===== config.mk =====
export PLATFORM = sky130hd
export DESIGN_NAME = vga_timing_gen_flat
export DESIGN_NICKNAME = d
export VERILOG_FILES = /design/src/rtl/vga_timing_gen_pkg.sv /design/src/rtl/vga_timing_gen_if.sv /design/src/rtl/vga_axis_counter.sv /design/src/rtl/vga_timing_gen.sv /design/src/flat_wrapper.sv
export SDC_FILE = /design/constraint.sdc
export NUM_CORES = 1
export LEC_CHECK = 0
export CAP_MARGIN = 15
export CELL_PAD_IN_SITES_DETAIL_PLACEMENT = 1
export CELL_PAD_IN_SITES_GLOBAL_PLACEMENT = 1
export CORE_MARGIN = 2
export CORE_UTILIZATION = 38
export DETAILED_ROUTE_END_ITERATION = 8
export PLACE_DENSITY = 0.9
export SLEW_MARGIN = 10
export SYNTH_ARGS = -nofsm -noshare
export SYNTH_HDL_FRONTEND = slang
export SYNTH_SLANG_ARGS = --single-unit

===== constraint.sdc =====
create_clock -name CLK -period 2.67 [get_ports CLK]
set_input_delay 0.534 -clock CLK [delete_from_list [all_inputs] [get_ports CLK]]
set_output_delay 0.534 -clock CLK [all_outputs]
set_load 0.1 [all_outputs]

===== src/rtl/vga_timing_gen_pkg.sv =====
// Shared definitions for the VGA timing generator: the 2-bit raster phase
// encoding, default 640x480@60 timing constants and the axis-total helper.
package vga_timing_gen_pkg;

    // Phase of one raster axis: visible, front porch, sync pulse, back porch.
    typedef enum logic [1:0] {
        PH_ACT = 2'd0,
        PH_FP  = 2'd1,
        PH_SY  = 2'd2,
        PH_BP  = 2'd3
    } phase_t;

    localparam int DEF_H_ACTIVE = 640;
    localparam int DEF_H_FRONT  = 16;
    localparam int DEF_H_SYNC   = 96;
    localparam int DEF_H_BACK   = 48;
    localparam int DEF_V_ACTIVE = 480;
    localparam int DEF_V_FRONT  = 10;
    localparam int DEF_V_SYNC   = 2;
    localparam int DEF_V_BACK   = 33;
    localparam int DEF_CW       = 10;

    // Length of one full axis period (line or frame) in steps.
    function automatic int axis_total(input int act, input int fp, input int sy, input int bp);
        return act + fp + sy + bp;
    endfunction

    localparam int DEF_H_TOTAL = axis_total(DEF_H_ACTIVE, DEF_H_FRONT, DEF_H_SYNC, DEF_H_BACK);
    localparam int DEF_V_TOTAL = axis_total(DEF_V_ACTIVE, DEF_V_FRONT, DEF_V_SYNC, DEF_V_BACK);

endpackage


===== src/rtl/vga_timing_gen_if.sv =====
// Pixel-side bundle of the VGA timing generator.
// Handshake: there is no valid/ready pair. PIX_EN is the only qualifier; a
// CLK edge with PIX_EN high is one pixel tick, and the generator samples
// RGB_IN on that tick for the (X,Y) it presented during the previous tick.
// With PIX_EN low nothing moves. H_PHASE/V_PHASE expose the FSM states.
interface vga_timing_gen_if #(
    parameter int CW = 10
);
    import vga_timing_gen_pkg::*;

    logic          PIX_EN;
    logic [2:0]    RGB_IN;
    logic [CW-1:0] X;
    logic [CW-1:0] Y;
    logic          ACTIVE;
    logic          FRAME_START;
    logic          HSYNC;
    logic          VSYNC;
    logic          R;
    logic          G;
    logic          B;
    phase_t        H_PHASE;
    phase_t        V_PHASE;

    // Pixel source / testbench side.
    modport master (
        output PIX_EN, RGB_IN,
        input  X, Y, ACTIVE, FRAME_START, HSYNC, VSYNC, R, G, B, H_PHASE, V_PHASE
    );

    // Timing generator side.
    modport slave (
        input  PIX_EN, RGB_IN,
        output X, Y, ACTIVE, FRAME_START, HSYNC, VSYNC, R, G, B, H_PHASE, V_PHASE
    );

endinterface


===== src/rtl/vga_axis_counter.sv =====
// One raster axis: a position counter plus the ACT/FP/SY/BP phase FSM.
// The counter and the phase advance together on each step; wrap is high
// combinationally on the step that returns the count to zero.
module vga_axis_counter
    import vga_timing_gen_pkg::*;
#(
    parameter int ACTIVE = DEF_H_ACTIVE,
    parameter int FRONT  = DEF_H_FRONT,
    parameter int SYNC   = DEF_H_SYNC,
    parameter int BACK   = DEF_H_BACK,
    parameter int CW     = DEF_CW
) (
    input  logic          clk,
    input  logic          rst_n,
    input  logic          step,
    output logic [CW-1:0] count,
    output phase_t        phase,
    output logic          wrap
);

    localparam int TOTAL = axis_total(ACTIVE, FRONT, SYNC, BACK);

    // Last count value of each phase.
    localparam logic [CW-1:0] LAST_ACT = CW'(ACTIVE - 1);
    localparam logic [CW-1:0] LAST_FP  = CW'(ACTIVE + FRONT - 1);
    localparam logic [CW-1:0] LAST_SY  = CW'(ACTIVE + FRONT + SYNC - 1);
    localparam logic [CW-1:0] LAST     = CW'(TOTAL - 1);

    logic [CW-1:0] count_q, count_d;
    phase_t        phase_q, phase_d;

    // State register: reset restarts the axis at position 0, visible phase.
    always_ff @(posedge clk or negedge rst_n) begin
        if (!rst_n) begin
            count_q <= '0;
            phase_q <= PH_ACT;
        end else begin
            count_q <= count_d;
            phase_q <= phase_d;
        end
    end

    // Next count and phase; phases change on the step leaving their last count.
    always_comb begin
        count_d = count_q;
        phase_d = phase_q;
        wrap    = 1'b0;
        if (step) begin
            if (count_q == LAST) begin
                count_d = '0;
                wrap    = 1'b1;
            end else begin
                count_d = count_q + 1'b1;
            end
            case (phase_q)
                PH_ACT:  if (count_q == LAST_ACT) phase_d = PH_FP;
                PH_FP:   if (count_q == LAST_FP)  phase_d = PH_SY;
                PH_SY:   if (count_q == LAST_SY)  phase_d = PH_BP;
                PH_BP:   if (count_q == LAST)     phase_d = PH_ACT;
                default: phase_d = PH_ACT;
            endcase
        end
    end

    assign count = count_q;
    assign phase = phase_q;

endmodule


===== src/rtl/vga_timing_gen.sv =====
// VGA raster timing generator with registered HSYNC/VSYNC/R/G/B pins.
// Optional macro VGA_TEST_PATTERN_EN replaces RGB_IN with 8 vertical colour
// bars (bar index of X) while keeping latency and blanking identical.
module vga_timing_gen
    import vga_timing_gen_pkg::*;
#(
    parameter int   H_ACTIVE = DEF_H_ACTIVE,
    parameter int   H_FRONT  = DEF_H_FRONT,
    parameter int   H_SYNC   = DEF_H_SYNC,
    parameter int   H_BACK   = DEF_H_BACK,
    parameter int   V_ACTIVE = DEF_V_ACTIVE,
    parameter int   V_FRONT  = DEF_V_FRONT,
    parameter int   V_SYNC   = DEF_V_SYNC,
    parameter int   V_BACK   = DEF_V_BACK,
    parameter logic SYNC_POL = 1'b0,
    parameter int   CW       = DEF_CW
) (
    input  logic           CLK,
    input  logic           RST_N,
    vga_timing_gen_if.slave bus
);

    localparam logic [CW-1:0] H_VIS = CW'(H_ACTIVE);
    localparam logic [CW-1:0] V_VIS = CW'(V_ACTIVE);

    logic [CW-1:0] h, v;
    phase_t        h_phase, v_phase;
    logic          h_wrap, v_wrap, v_step;
    logic          active;
    logic [2:0]    pix;

    logic          hsync_q, vsync_q, fs_q;
    logic [2:0]    rgb_q;

    // The vertical axis moves one line on the tick that ends a line.
    assign v_step = bus.PIX_EN & h_wrap;

    vga_axis_counter #(
        .ACTIVE (H_ACTIVE),
        .FRONT  (H_FRONT),
        .SYNC   (H_SYNC),
        .BACK   (H_BACK),
        .CW     (CW)
    ) u_h (
        .clk   (CLK),
        .rst_n (RST_N),
        .step  (bus.PIX_EN),
        .count (h),
        .phase (h_phase),
        .wrap  (h_wrap)
    );

    vga_axis_counter #(
        .ACTIVE (V_ACTIVE),
        .FRONT  (V_FRONT),
        .SYNC   (V_SYNC),
        .BACK   (V_BACK),
        .CW     (CW)
    ) u_v (
        .clk   (CLK),
        .rst_n (RST_N),
        .step  (v_step),
        .count (v),
        .phase (v_phase),
        .wrap  (v_wrap)
    );

    assign active = (h < H_VIS) && (v < V_VIS);

`ifdef VGA_TEST_PATTERN_EN
    localparam logic [CW-1:0] BAR_W = CW'(H_ACTIVE / 8);
    logic [CW-1:0] bar_idx;
    assign bar_idx = h / BAR_W;
    assign pix     = bar_idx[2:0];
`else
    assign pix = bus.RGB_IN;
`endif

    // Pin registers: sync from the pre-advance phase, colour gated by ACTIVE.
    // FRAME_START marks the tick that wraps both axes; v_wrap implies PIX_EN.
    always_ff @(posedge CLK or negedge RST_N) begin
        if (!RST_N) begin
            hsync_q <= ~SYNC_POL;
            vsync_q <= ~SYNC_POL;
            rgb_q   <= 3'b000;
            fs_q    <= 1'b0;
        end else begin
            fs_q <= v_wrap;
            if (bus.PIX_EN) begin
                hsync_q <= (h_phase == PH_SY) ? SYNC_POL : ~SYNC_POL;
                vsync_q <= (v_phase == PH_SY) ? SYNC_POL : ~SYNC_POL;
                rgb_q   <= active ? pix : 3'b000;
            end
        end
    end

    assign bus.X           = h;
    assign bus.Y           = v;
    assign bus.ACTIVE      = active;
    assign bus.FRAME_START = fs_q;
    assign bus.HSYNC       = hsync_q;
    assign bus.VSYNC       = vsync_q;
    assign bus.R           = rgb_q[2];
    assign bus.G           = rgb_q[1];
    assign bus.B           = rgb_q[0];
    assign bus.H_PHASE     = h_phase;
    assign bus.V_PHASE     = v_phase;

endmodule

===== src/flat_wrapper.sv =====
// flat-port wrapper written by rule: the top's interface ports become plain ports
module vga_timing_gen_flat import vga_timing_gen_pkg::*;
#(
    parameter int   H_ACTIVE = DEF_H_ACTIVE,
    parameter int   H_FRONT  = DEF_H_FRONT,
    parameter int   H_SYNC   = DEF_H_SYNC,
    parameter int   H_BACK   = DEF_H_BACK,
    parameter int   V_ACTIVE = DEF_V_ACTIVE,
    parameter int   V_FRONT  = DEF_V_FRONT,
    parameter int   V_SYNC   = DEF_V_SYNC,
    parameter int   V_BACK   = DEF_V_BACK,
    parameter logic SYNC_POL = 1'b0,
    parameter int   CW       = DEF_CW
)
  (CLK, RST_N, bus_PIX_EN, bus_RGB_IN, bus_X, bus_Y, bus_ACTIVE, bus_FRAME_START, bus_HSYNC, bus_VSYNC, bus_R, bus_G, bus_B, bus_H_PHASE, bus_V_PHASE);
  vga_timing_gen_if #(.CW(CW)) bus_i ();
  input  logic CLK;
  input  logic RST_N;
  input wire logic [$bits(bus_i.PIX_EN)-1:0] bus_PIX_EN;
  input wire logic [$bits(bus_i.RGB_IN)-1:0] bus_RGB_IN;
  output wire logic [$bits(bus_i.X)-1:0] bus_X;
  output wire logic [$bits(bus_i.Y)-1:0] bus_Y;
  output wire logic [$bits(bus_i.ACTIVE)-1:0] bus_ACTIVE;
  output wire logic [$bits(bus_i.FRAME_START)-1:0] bus_FRAME_START;
  output wire logic [$bits(bus_i.HSYNC)-1:0] bus_HSYNC;
  output wire logic [$bits(bus_i.VSYNC)-1:0] bus_VSYNC;
  output wire logic [$bits(bus_i.R)-1:0] bus_R;
  output wire logic [$bits(bus_i.G)-1:0] bus_G;
  output wire logic [$bits(bus_i.B)-1:0] bus_B;
  output wire logic [$bits(bus_i.H_PHASE)-1:0] bus_H_PHASE;
  output wire logic [$bits(bus_i.V_PHASE)-1:0] bus_V_PHASE;
  assign bus_i.PIX_EN = bus_PIX_EN;
  assign bus_i.RGB_IN = bus_RGB_IN;
  assign bus_X = bus_i.X;
  assign bus_Y = bus_i.Y;
  assign bus_ACTIVE = bus_i.ACTIVE;
  assign bus_FRAME_START = bus_i.FRAME_START;
  assign bus_HSYNC = bus_i.HSYNC;
  assign bus_VSYNC = bus_i.VSYNC;
  assign bus_R = bus_i.R;
  assign bus_G = bus_i.G;
  assign bus_B = bus_i.B;
  assign bus_H_PHASE = bus_i.H_PHASE;
  assign bus_V_PHASE = bus_i.V_PHASE;
  vga_timing_gen #(.H_ACTIVE(H_ACTIVE), .H_FRONT(H_FRONT), .H_SYNC(H_SYNC), .H_BACK(H_BACK), .V_ACTIVE(V_ACTIVE), .V_FRONT(V_FRONT), .V_SYNC(V_SYNC), .V_BACK(V_BACK), .SYNC_POL(SYNC_POL), .CW(CW)) u_core (.CLK(CLK), .RST_N(RST_N), .bus(bus_i));
endmodule

; ---- Word-level counts from Yosys, hierarchy flattened
; Index checks and enable logic that the tools add are counted.
[word_totals]
out_inout_bits = 31
reg_bits = 30
[classes]
n_addsub = 2
n_bitwise = 1
n_reduce_logical = 5
n_eq_ne = 22
mux = 19
order_cmp = 2
[op_table]
columns = cell, count
row1 = equality test 10 bit (second input constant), 5
row2 = equality test 10 x 9 -> 1 bit (second input constant), 3
row3 = adder 10 x 1 -> 10 bit (second input constant), 2
row4 = 2-to-1 mux 10 bit, 2
row5 = 2-to-1 mux 2 bit, 8
row6 = inequality test 2 bit (second input constant), 8
row7 = case mux 2 bit (4 select lines), 2
row8 = < comparator 10 bit (second input constant), 1
row9 = < comparator 10 x 9 -> 1 bit (second input constant), 1
row10 = AND reduction 5 bit, 2
row11 = equality test 2 bit (second input constant), 4
row12 = 2-to-1 mux 1 bit, 6
row13 = equality test 2 x 1 -> 1 bit (second input constant), 2
row14 = zero test 2 bit, 2
row15 = 2-to-1 mux 3 bit, 1
row16 = bitwise AND 1 bit, 1
row17 = logical AND 1 bit, 1

; ---- Logic depth before layout (Yosys ltp)
; Gate-level depths: netlist (run 1).
[logic_depth]
depth_word = 5
ltp_mapped = 7

; ---- Hierarchy
; Synthesis (run 1) repeated with hierarchy kept, for this count alone.
[hier_totals]
hier_cells = 174
area_unflattened_um2 = 1788.0
[modules_own_cells]
columns = mod, seq_area_each_um2, area_per_inst_um2, cells_per_inst, instances
row1 = vga_axis_counter (u_core.u_v), 300.3, 783.3, 78, 1
row2 = vga_axis_counter (u_core.u_h), 300.3, 743.2, 70, 1
row3 = vga_timing_gen, 152.6, 261.5, 26, 1

; ---- Worst setup path after synthesis (run 1)
; No wires, ideal clock.
[synth_path]
kind = register to register
start = reg u_core.u_h.phase_q[0], in the netlist u_core.u_h.phase[0]
end = reg u_core.u_h.phase_q[1], in the netlist u_core.u_h.phase[1]
arrival_time_ps = 2861
t_required_ps = 2544
slack_ps = -317
setup_ps = 126
stages_incl_launch_ff = 8
path_buffers = 0
path_cell_list = dfrtp_1 > inv_1 > ha_1 > or3_1 > a211o_1 > o32ai_1 > o2111a_1 > mux2_2
[synth_via]
elab_chain_cells = 3
word_cells_on_any_way = 10
classes_between = eq/ne: 7 / mux: 1 / reduce/logical: 2
[synth_rtl]
columns = item, line_no
row1 = from (decl), vga_axis_counter.sv:30  ; phase_t phase_q, phase_d;
row2 = from (signal assigned), vga_axis_counter.sv:39  ; phase_q <= phase_d;
row3 = equality test 2 bit (tied with other cells), vga_axis_counter.sv:55  ; case (phase_q)
row4 = inequality test 2 bit (no line), n/a
row5 = AND reduction 5 bit (no line), n/a
; Several ways; a longest one is shown, not always the timed one.
; A chain may end at the register's enable or synchronous reset.

; ---- Worst setup path in the final report (run 1)
; Ends and elaborated chain as after synthesis.

==> run_summary.xml, run 1 <==
<?xml version="1.0" encoding="UTF-8"?>
<metrics>
  <group name="status">
    <metric name="run_status" unit="">finished clean</metric>
  </group>
  <group name="floorplanning">
    <metric name="full_die_area" unit="mm2">0.00506</metric>
    <metric name="x_dimension_of_the_die" unit="um">71.1</metric>
    <metric name="initial_utilization" unit="%">39.3</metric>
    <metric name="top_level_ports" unit="">37</metric>
    <metric name="core.rowCount" unit="">24</metric>
    <metric name="fp.dieH" unit="um">71.1</metric>
    <metric name="core_area" unit="mm2">0.00435</metric>
  </group>
  <group name="cts">
    <metric name="cts_sinks" unit="">30</metric>
    <metric name="cts_repair_resize_count" unit="">0</metric>
    <metric name="clock_path_buffers" unit="">2</metric>
    <metric name="clkTransAtPathRegs" unit="ns">0.07</metric>
    <metric name="cts_hold_repair.buffers" unit="">0</metric>
    <metric name="tritoncts" unit="">built</metric>
    <metric name="h-tree-depth" unit="">2</metric>
    <metric name="clock_latency_on_the_worst_skew_pair" unit="ns">0.28</metric>
    <metric name="clockRootBuffer" unit="">clkbuf_8</metric>
    <metric name="cts_buffers" unit="">5</metric>
    <metric name="postCtsSetupBuffers" unit="">0</metric>
  </group>
  <group name="global_routing">
    <metric name="globalRouteTotalUtil" unit="%">18.6</metric>
    <metric name="grt_max_degree" unit="">31</metric>
    <metric name="grt_overflow_total" unit="">0</metric>
    <metric name="first_pass_grt_wire_length" unit="um">7310</metric>
    <metric name="antenna_violations_before_repair" unit="">0</metric>
    <metric name="via_count_of_the_first_global_routing_pass" unit="">1488</metric>
  </group>
  <group name="finish">
    <metric name="final_cell_mix" unit="">36 x buf_4, 26 x dfrtp_1, 16 x inv_1</metric>
    <metric name="final-instance-count-excl-fill" unit="">273</metric>
    <metric name="fillers" unit="">517</metric>
    <metric name="drive_above_1_share" unit="%">23.1</metric>
    <metric name="finalInstanceArea" unit="mm2">0.00220</metric>
    <metric name="num_antenna_cells" unit="">0</metric>
    <metric name="area.growth.synth_to_final" unit="%">28.2</metric>
    <metric name="final_nets" unit="">240</metric>
    <metric name="mostFrequentLayoutCell" unit="">buf_4</metric>
  </group>
  <group name="sta">
    <metric name="worst_slew_pin_slew" unit="ns">0.507</metric>
    <metric name="final-max-slew-violation-count" unit="">0</metric>
    <metric name="fin_skew" unit="ns">0.00393</metric>
    <metric name="timing.final.setup_violations" unit="">0</metric>
    <metric name="final_period_minus_worst_setup_slack" unit="ns">2.36</metric>
    <metric name="grt_setup_unrepaired" unit="">no</metric>
    <metric name="timing.setup.tns" unit="ns">0</metric>
    <metric name="fmax" unit="MHz">423</metric>
    <metric name="post-route-period-util" unit="%">88.5</metric>
    <metric name="relSlewSlack" unit="%">66.1</metric>
    <metric name="hold_violations" unit="">0</metric>
    <metric name="final.setup.worst_slack" unit="ns">0.307</metric>
  </group>
  <group name="worst_setup_path">
    <metric name="ff2ff_path_depth" unit="">7</metric>
    <metric name="largest_incremental_delay_on_the_critical_path" unit="ns">0.39</metric>
    <metric name="critPathLaunchType" unit="">flip-flop</metric>
    <metric name="critPathKind" unit="">flip-flop to flip-flop</metric>
    <metric name="critPathTopFamily" unit="">compound AO/OA/AOI/OAI gates</metric>
    <metric name="timing.critical_path.buf_inv" unit="">1</metric>
    <metric name="slowest_stage" unit="">dfrtp_2</metric>
    <metric name="crit_chain" unit="">inv_1 -&gt; ha_1 -&gt; or3_1 -&gt; a211o_1 -&gt; o32ai_1 -&gt; o2111a_1 -&gt; mux2_2</metric>
    <metric name="timing.critical_path.to_type" unit="">flip-flop</metric>
    <metric name="critPathMaxFanout" unit="">4</metric>
    <metric name="worst-endpoint-required" unit="ns">2.84</metric>
    <metric name="arrival" unit="ns">2.53</metric>
    <metric name="worst-path-stages" unit="">7</metric>
  </group>
  <group name="logic_synthesis">
    <metric name="synth_largest_area_cell" unit="">dfrtp_1</metric>
    <metric name="syn-cell-area" unit="mm2">0.00171</metric>
    <metric name="post_synth_num_cell_types" unit="">38</metric>
    <metric name="async_reset_ff_share" unit="%">100</metric>
    <metric name="synth_enable_flop_cells" unit="">0</metric>
    <metric name="avgSynthCellArea" unit="um2">9.79</metric>
    <metric name="yosys_warnings" unit="">0</metric>
    <metric name="postSynthRegisterBits" unit="">30</metric>
    <metric name="synth_area_leaders" unit="">dfrtp_1 41%, ha_1 10%, o21ai_0 4.4%, inv_1 3.5%, nor2_1 3.3%</metric>
    <metric name="syn_inst" unit="">175</metric>
    <metric name="synth.top_cell.area_share" unit="%">40.9</metric>
    <metric name="synth_flop_cell" unit="">dfrtp_1</metric>
    <metric name="synth.yosys.seq_area_share" unit="%">44.0</metric>
    <metric name="synth_nets" unit="">195</metric>
  </group>
  <group name="route">
    <metric name="detail_route.wl_per_cell" unit="um">15.8</metric>
    <metric name="first_iter_violations" unit="">85</metric>
    <metric name="routed_wirelength" unit="um">4320</metric>
    <metric name="post_route_antenna_net_violation_count" unit="">0</metric>
    <metric name="detail_route.first_pass.iterations" unit="">4</metric>
    <metric name="via_per_inst" unit="">5.29</metric>
    <metric name="dr_total_vias" unit="">1444</metric>
    <metric name="drc" unit="">0</metric>
  </group>
  <group name="power">
    <metric name="power.static_leakage" unit="nW">1.03</metric>
    <metric name="power_density" unit="mW/mm2">689</metric>
    <metric name="ir_drop" unit="V">0.000429</metric>
    <metric name="total_power" unit="mW">1.51</metric>
  </group>
  <group name="placed_design">
    <metric name="placement.cell_area" unit="mm2">0.00209</metric>
    <metric name="pre_cts_slack" unit="ns">0.293</metric>
    <metric name="port_buffers" unit="">36</metric>
    <metric name="dp.cells" unit="">265</metric>
    <metric name="routabilityCongestion" unit="">0.809</metric>
    <metric name="post-dp-hpwl" unit="um">3270</metric>
  </group>
  <group name="worst_hold_path">
    <metric name="worst_hold_class" unit="">flip-flop to flip-flop</metric>
    <metric name="whs_path_depth" unit="">2</metric>
  </group>
  <group name="run">
    <metric name="max_cap_viol_count" unit="">0</metric>
  </group>
</metrics>
-- worst register-to-register path, stage by stage, from the launching register on --
cell	delay [ns]
dfrtp_2	0.39
inv_1	0.09
ha_1	0.26
or3_1	0.38
a211o_1	0.29
o32ai_1	0.22
o2111a_1	0.27
mux2_2	0.34
-- per-stage QoR --
stage	hold slack (ns)	utilization, %
after floorplan	0.238	-
after global placement	0.457	47.9
after detailed placement	0.465	47.9
after CTS	0.475	50.4
after global routing	0.500	50.4
final	0.471	50.4
-- routing by layer --
layer  vias up  GRT usage, %  share of wire [%]
li1        705             -                  -
met1       702          24.4                 47
met2        30          30.2                 48
met3         7          4.27                3.8
met4         0          6.29                1.1
met5         -             0                  0
-- cells in the mapped netlist (4+ instances only) --
| cell type | instances |
|---|---|
| dfrtp_1 | 28 |
| inv_1 | 16 |
| nor2_1 | 15 |
| o21ai_0 | 15 |
| ha_1 | 14 |
| nand2_1 | 12 |
| nand3_1 | 10 |
| nand4_1 | 5 |
| xnor2_1 | 5 |
| xor2_1 | 5 |
| and3_1 | 4 |
| mux2i_1 | 4 |
| o31ai_1 | 4 |
-- registers in the layout, summed over array words and instances, names as in the netlist --
signal and flops:
u_core.u_h.count 10, u_core.rgb_q 3, u_core.u_v.count 10, u_core.bus.VSYNC 1, u_core.bus.FRAME_START 1, u_core.bus.HSYNC 1
u_core.u_v.phase 2, u_core.u_h.phase 2
-- power by group --
| part | switching (mW) | leakage, nW | internal, mW |
|---|---|---|---|
| clock network | 0.181 | 0.0579 | 0.274 |
| registers | 0.0717 | 0.374 | 0.497 |
| logic | 0.387 | 0.596 | 0.102 |
-- cell type report --
| cell class | count | area [um2] | share of cell area [%] |
|---|---|---|---|
| clock inverter | 3 | 40.0 | 1.82 |
| timing repair buffer | 41 | 320 | 14.6 |
| tap | 52 | 65.1 | 2.96 |
| inverter | 16 | 60.1 | 2.74 |
| clock buffer | 5 | 68.8 | 3.13 |
| multi-input combinational | 126 | 886 | 40.3 |
| sequential | 30 | 756 | 34.4 |
-- logic make-up (layout without fill, tap and decap cells) --
| group | count (synthesis) | count (layout) | synth area share (%) |
|---|---|---|---|
| adder cells (fa/ha/maj) | 14 | 14 | 10.2 |
| XOR/XNOR | 10 | 10 | 5.11 |
| AO/OA/AOI/OAI | 28 | 28 | 10.4 |
| multiplexers | 6 | 6 | 3.65 |
| buffers and inverters | 19 | 65 | 4.31 |
| AND/OR/NAND/NOR | 68 | 68 | 22.3 |
| flip-flops | 30 | 30 | 44.0 |
-- final timing paths --
kind | slack, ns | startpoint | endpoint
max in group asynchronous | 1.70 | RST_N | u_core.bus.HSYNC
worst max register to register | 0.31 | u_core.u_h.phase[0] | u_core.u_h.phase[1]
worst min-delay path | 0.47 | u_core.bus.HSYNC | u_core.bus.HSYNC
min in group asynchronous | 0.64 | RST_N | u_core.u_v.phase[0]
worst min register to register | 0.47 | u_core.bus.HSYNC | u_core.bus.HSYNC
worst max-delay path | 0.31 | u_core.u_h.phase[0] | u_core.u_h.phase[1]
(Power assumes the default switching activity.)
==> run 2, diff against run 1 <==
- GPL_ROUTABILITY_DRIVEN: not set -> 1
==> results of run 2 <==
The final DEF is identical to that of run 1; final timing and power are the same.
==> run 3, diff against run 2 <==
- CORE_MARGIN: 2 -> not set
==> run 3 against run 2 <==
Against the previous run:
- worst setup slack lost 0.010 ns
- register-to-register slack is essentially flat
- highest routed layer unchanged
- critical endpoint unchanged
- critical path depth unchanged
==> run_summary.xml, run 3 (synthesized netlist as in run 1, its figures left out) <==
<?xml version="1.0" encoding="UTF-8"?>
<metrics>
  <group name="worst_setup_path">
    <metric name="critPathMaxFanout" unit="">4</metric>
    <metric name="critPathLaunchType" unit="">flip-flop</metric>
    <metric name="critical_register_to_register_path_startpoint" unit="">u_core.u_h.phase[0]</metric>
    <metric name="timing.critical_path.to_type" unit="">flip-flop</metric>
    <metric name="crit_start" unit="">u_core.u_h.phase[0]</metric>
    <metric name="slowest_stage" unit="">dfrtp_2</metric>
    <metric name="worst-endpoint-required" unit="ns">2.84</metric>
    <metric name="crit_chain" unit="">inv_1 -&gt; ha_1 -&gt; or3_1 -&gt; a211o_1 -&gt; o32ai_1 -&gt; o2111a_1 -&gt; mux2_2</metric>
    <metric name="largest_incremental_delay_on_the_critical_path" unit="ns">0.39</metric>
    <metric name="critPathKind" unit="">flip-flop to flip-flop</metric>
    <metric name="arrival" unit="ns">2.54</metric>
  </group>
  <group name="sta">
    <metric name="final-max-slew-violation-count" unit="">0</metric>
    <metric name="fin_skew" unit="ns">0.00459</metric>
    <metric name="timing.setup.tns" unit="ns">0</metric>
    <metric name="hold_violations" unit="">0</metric>
    <metric name="post-route-period-util" unit="%">88.9</metric>
    <metric name="final.setup.worst_slack" unit="ns">0.297</metric>
    <metric name="final_period_minus_worst_setup_slack" unit="ns">2.37</metric>
    <metric name="fmax" unit="MHz">421</metric>
    <metric name="timing.final.setup_violations" unit="">0</metric>
    <metric name="relSlewSlack" unit="%">64.9</metric>
    <metric name="grt_setup_unrepaired" unit="">no</metric>
    <metric name="worst_slew_pin_slew" unit="ns">0.524</metric>
  </group>
  <group name="global_routing">
    <metric name="antenna_violations_before_repair" unit="">0</metric>
    <metric name="globalRouteTotalUtil" unit="%">19.8</metric>
    <metric name="via_count_of_the_first_global_routing_pass" unit="">1489</metric>
    <metric name="grt_overflow_total" unit="">0</metric>
    <metric name="grt_max_degree" unit="">31</metric>
    <metric name="first_pass_grt_wire_length" unit="um">7450</metric>
  </group>
  <group name="finish">
    <metric name="drive_above_1_share" unit="%">23.1</metric>
    <metric name="final_nets" unit="">240</metric>
    <metric name="num_antenna_cells" unit="">0</metric>
    <metric name="mostFrequentLayoutCell" unit="">buf_4</metric>
    <metric name="area.growth.synth_to_final" unit="%">28.2</metric>
    <metric name="fillers" unit="">522</metric>
    <metric name="final_cell_mix" unit="">36 x buf_4, 26 x dfrtp_1, 16 x inv_1</metric>
  </group>
  <group name="route">
    <metric name="dr_total_vias" unit="">1450</metric>
    <metric name="post_route_antenna_net_violation_count" unit="">0</metric>
    <metric name="drc" unit="">0</metric>
    <metric name="detail_route.wl_per_cell" unit="um">16.0</metric>
    <metric name="detail_route.first_pass.iterations" unit="">4</metric>
    <metric name="first_iter_violations" unit="">76</metric>
    <metric name="via_per_inst" unit="">5.31</metric>
    <metric name="routed_wirelength" unit="um">4360</metric>
  </group>
  <group name="cts">
    <metric name="h-tree-depth" unit="">2</metric>
    <metric name="tritoncts" unit="">built</metric>
    <metric name="cts_buffers" unit="">5</metric>
    <metric name="clockRootBuffer" unit="">clkbuf_8</metric>
    <metric name="cts_hold_repair.buffers" unit="">0</metric>
    <metric name="clock_path_buffers" unit="">2</metric>
    <metric name="postCtsSetupBuffers" unit="">0</metric>
    <metric name="clock_latency_on_the_worst_skew_pair" unit="ns">0.29</metric>
    <metric name="cts_repair_resize_count" unit="">0</metric>
    <metric name="clkTransAtPathRegs" unit="ns">0.06</metric>
    <metric name="cts_sinks" unit="">30</metric>
  </group>
  <group name="power">
    <metric name="ir_drop" unit="V">0.000653</metric>
    <metric name="power.static_leakage" unit="nW">1.03</metric>
    <metric name="switching_share" unit="%">42.3</metric>
    <metric name="p_clk_share" unit="%">30.1</metric>
    <metric name="power_density" unit="mW/mm2">689</metric>
    <metric name="total_power" unit="mW">1.51</metric>
    <metric name="comb_power_share" unit="%">32.2</metric>
    <metric name="internal_power" unit="mW">0.873</metric>
    <metric name="p_seq_share" unit="%">37.7</metric>
    <metric name="netSwitchingPower" unit="mW">0.640</metric>
  </group>
  <group name="floorplanning">
    <metric name="core.rowCount" unit="">24</metric>
    <metric name="initial_utilization" unit="%">39.3</metric>
    <metric name="x_dimension_of_the_die" unit="um">69.1</metric>
    <metric name="core_area" unit="mm2">0.00435</metric>
    <metric name="full_die_area" unit="mm2">0.00478</metric>
    <metric name="top_level_ports" unit="">37</metric>
    <metric name="fp.dieH" unit="um">69.1</metric>
  </group>
  <group name="status">
    <metric name="run_status" unit="">finished clean</metric>
  </group>
  <group name="placed_design">
    <metric name="pre_cts_slack" unit="ns">0.193</metric>
    <metric name="post-dp-hpwl" unit="um">3240</metric>
    <metric name="port_buffers" unit="">36</metric>
    <metric name="routabilityCongestion" unit="">0.778</metric>
  </group>
  <group name="worst_hold_path">
    <metric name="hp-start" unit="">u_core.bus.VSYNC</metric>
    <metric name="worst_hold_class" unit="">flip-flop to flip-flop</metric>
  </group>
  <group name="run">
    <metric name="max_cap_viol_count" unit="">0</metric>
  </group>
</metrics>
==> run 3: cell counts in the layout (fill, tap and decap cells not counted) <==
Identical to the previous run, type by type.
==> run 3: final cells by class <==
class	count	area [um2]	area share [%]
sequential	30	756	34.4
clock inverter	3	40.0	1.82
timing repair buffer	41	320	14.6
tap	52	65.1	2.96
clock buffer	5	68.8	3.13
inverter	16	60.1	2.74
multi-input combinational	126	886	40.3
==> run 3: metrics by stage <==
step / hold slack, ns / std cells / utilization, % / area (um2)
floorplan: 0.238 / 175 / - / 1720
global placement: 0.455 / 265 / 47.9 / 2090
detailed placement: 0.474 / 265 / 47.9 / 2090
CTS: 0.485 / 273 / 50.4 / 2200
global route: 0.508 / 273 / 50.4 / 2200
finish: 0.479 / 273 / 50.4 / 2200
==> run 3: worst paths after layout <==
check / endpoint / slack (ns) / depth (start not counted)
min reg2reg: u_core.bus.VSYNC / 0.48 / 2
min: u_core.bus.VSYNC / 0.48 / 2
max reg2reg: u_core.u_h.phase[1] / 0.30 / 7
max: u_core.u_h.phase[1] / 0.30 / 7
max in group asynchronous: u_core.bus.HSYNC / 1.70 / 2
min in group asynchronous: u_core.u_v.count[4] / 0.65 / 2
==> run 3: critical path, delay by kind of cell, from the launching register on <==
kind	cells	cell delay [ns]
fa+ha+maj	1	0.25
buf+inv	1	0.09
flops	1	0.39
simple gates	1	0.38
compound gates	3	0.80
mux	1	0.34
==> run 3: power by group through the flow <==
stage               Sequential, mW  Combinational [mW]  Clock (mW)
CTS                          0.571               0.491       0.468
floorplan                    0.868              0.0740           0
global placement             0.576               0.485           0
finish                       0.571               0.487       0.455
detailed placement           0.579               0.492           0
global route                 0.581               0.511       0.487
==> run 3: routing by layer <==
layer,part of all wire [%],GRT usage [%],up-vias
met5,0,0,-
met1,46,25.7,704
met4,1.3,6.80,0
li1,-,-,707
met3,3.8,3.95,7
met2,49,32.9,32
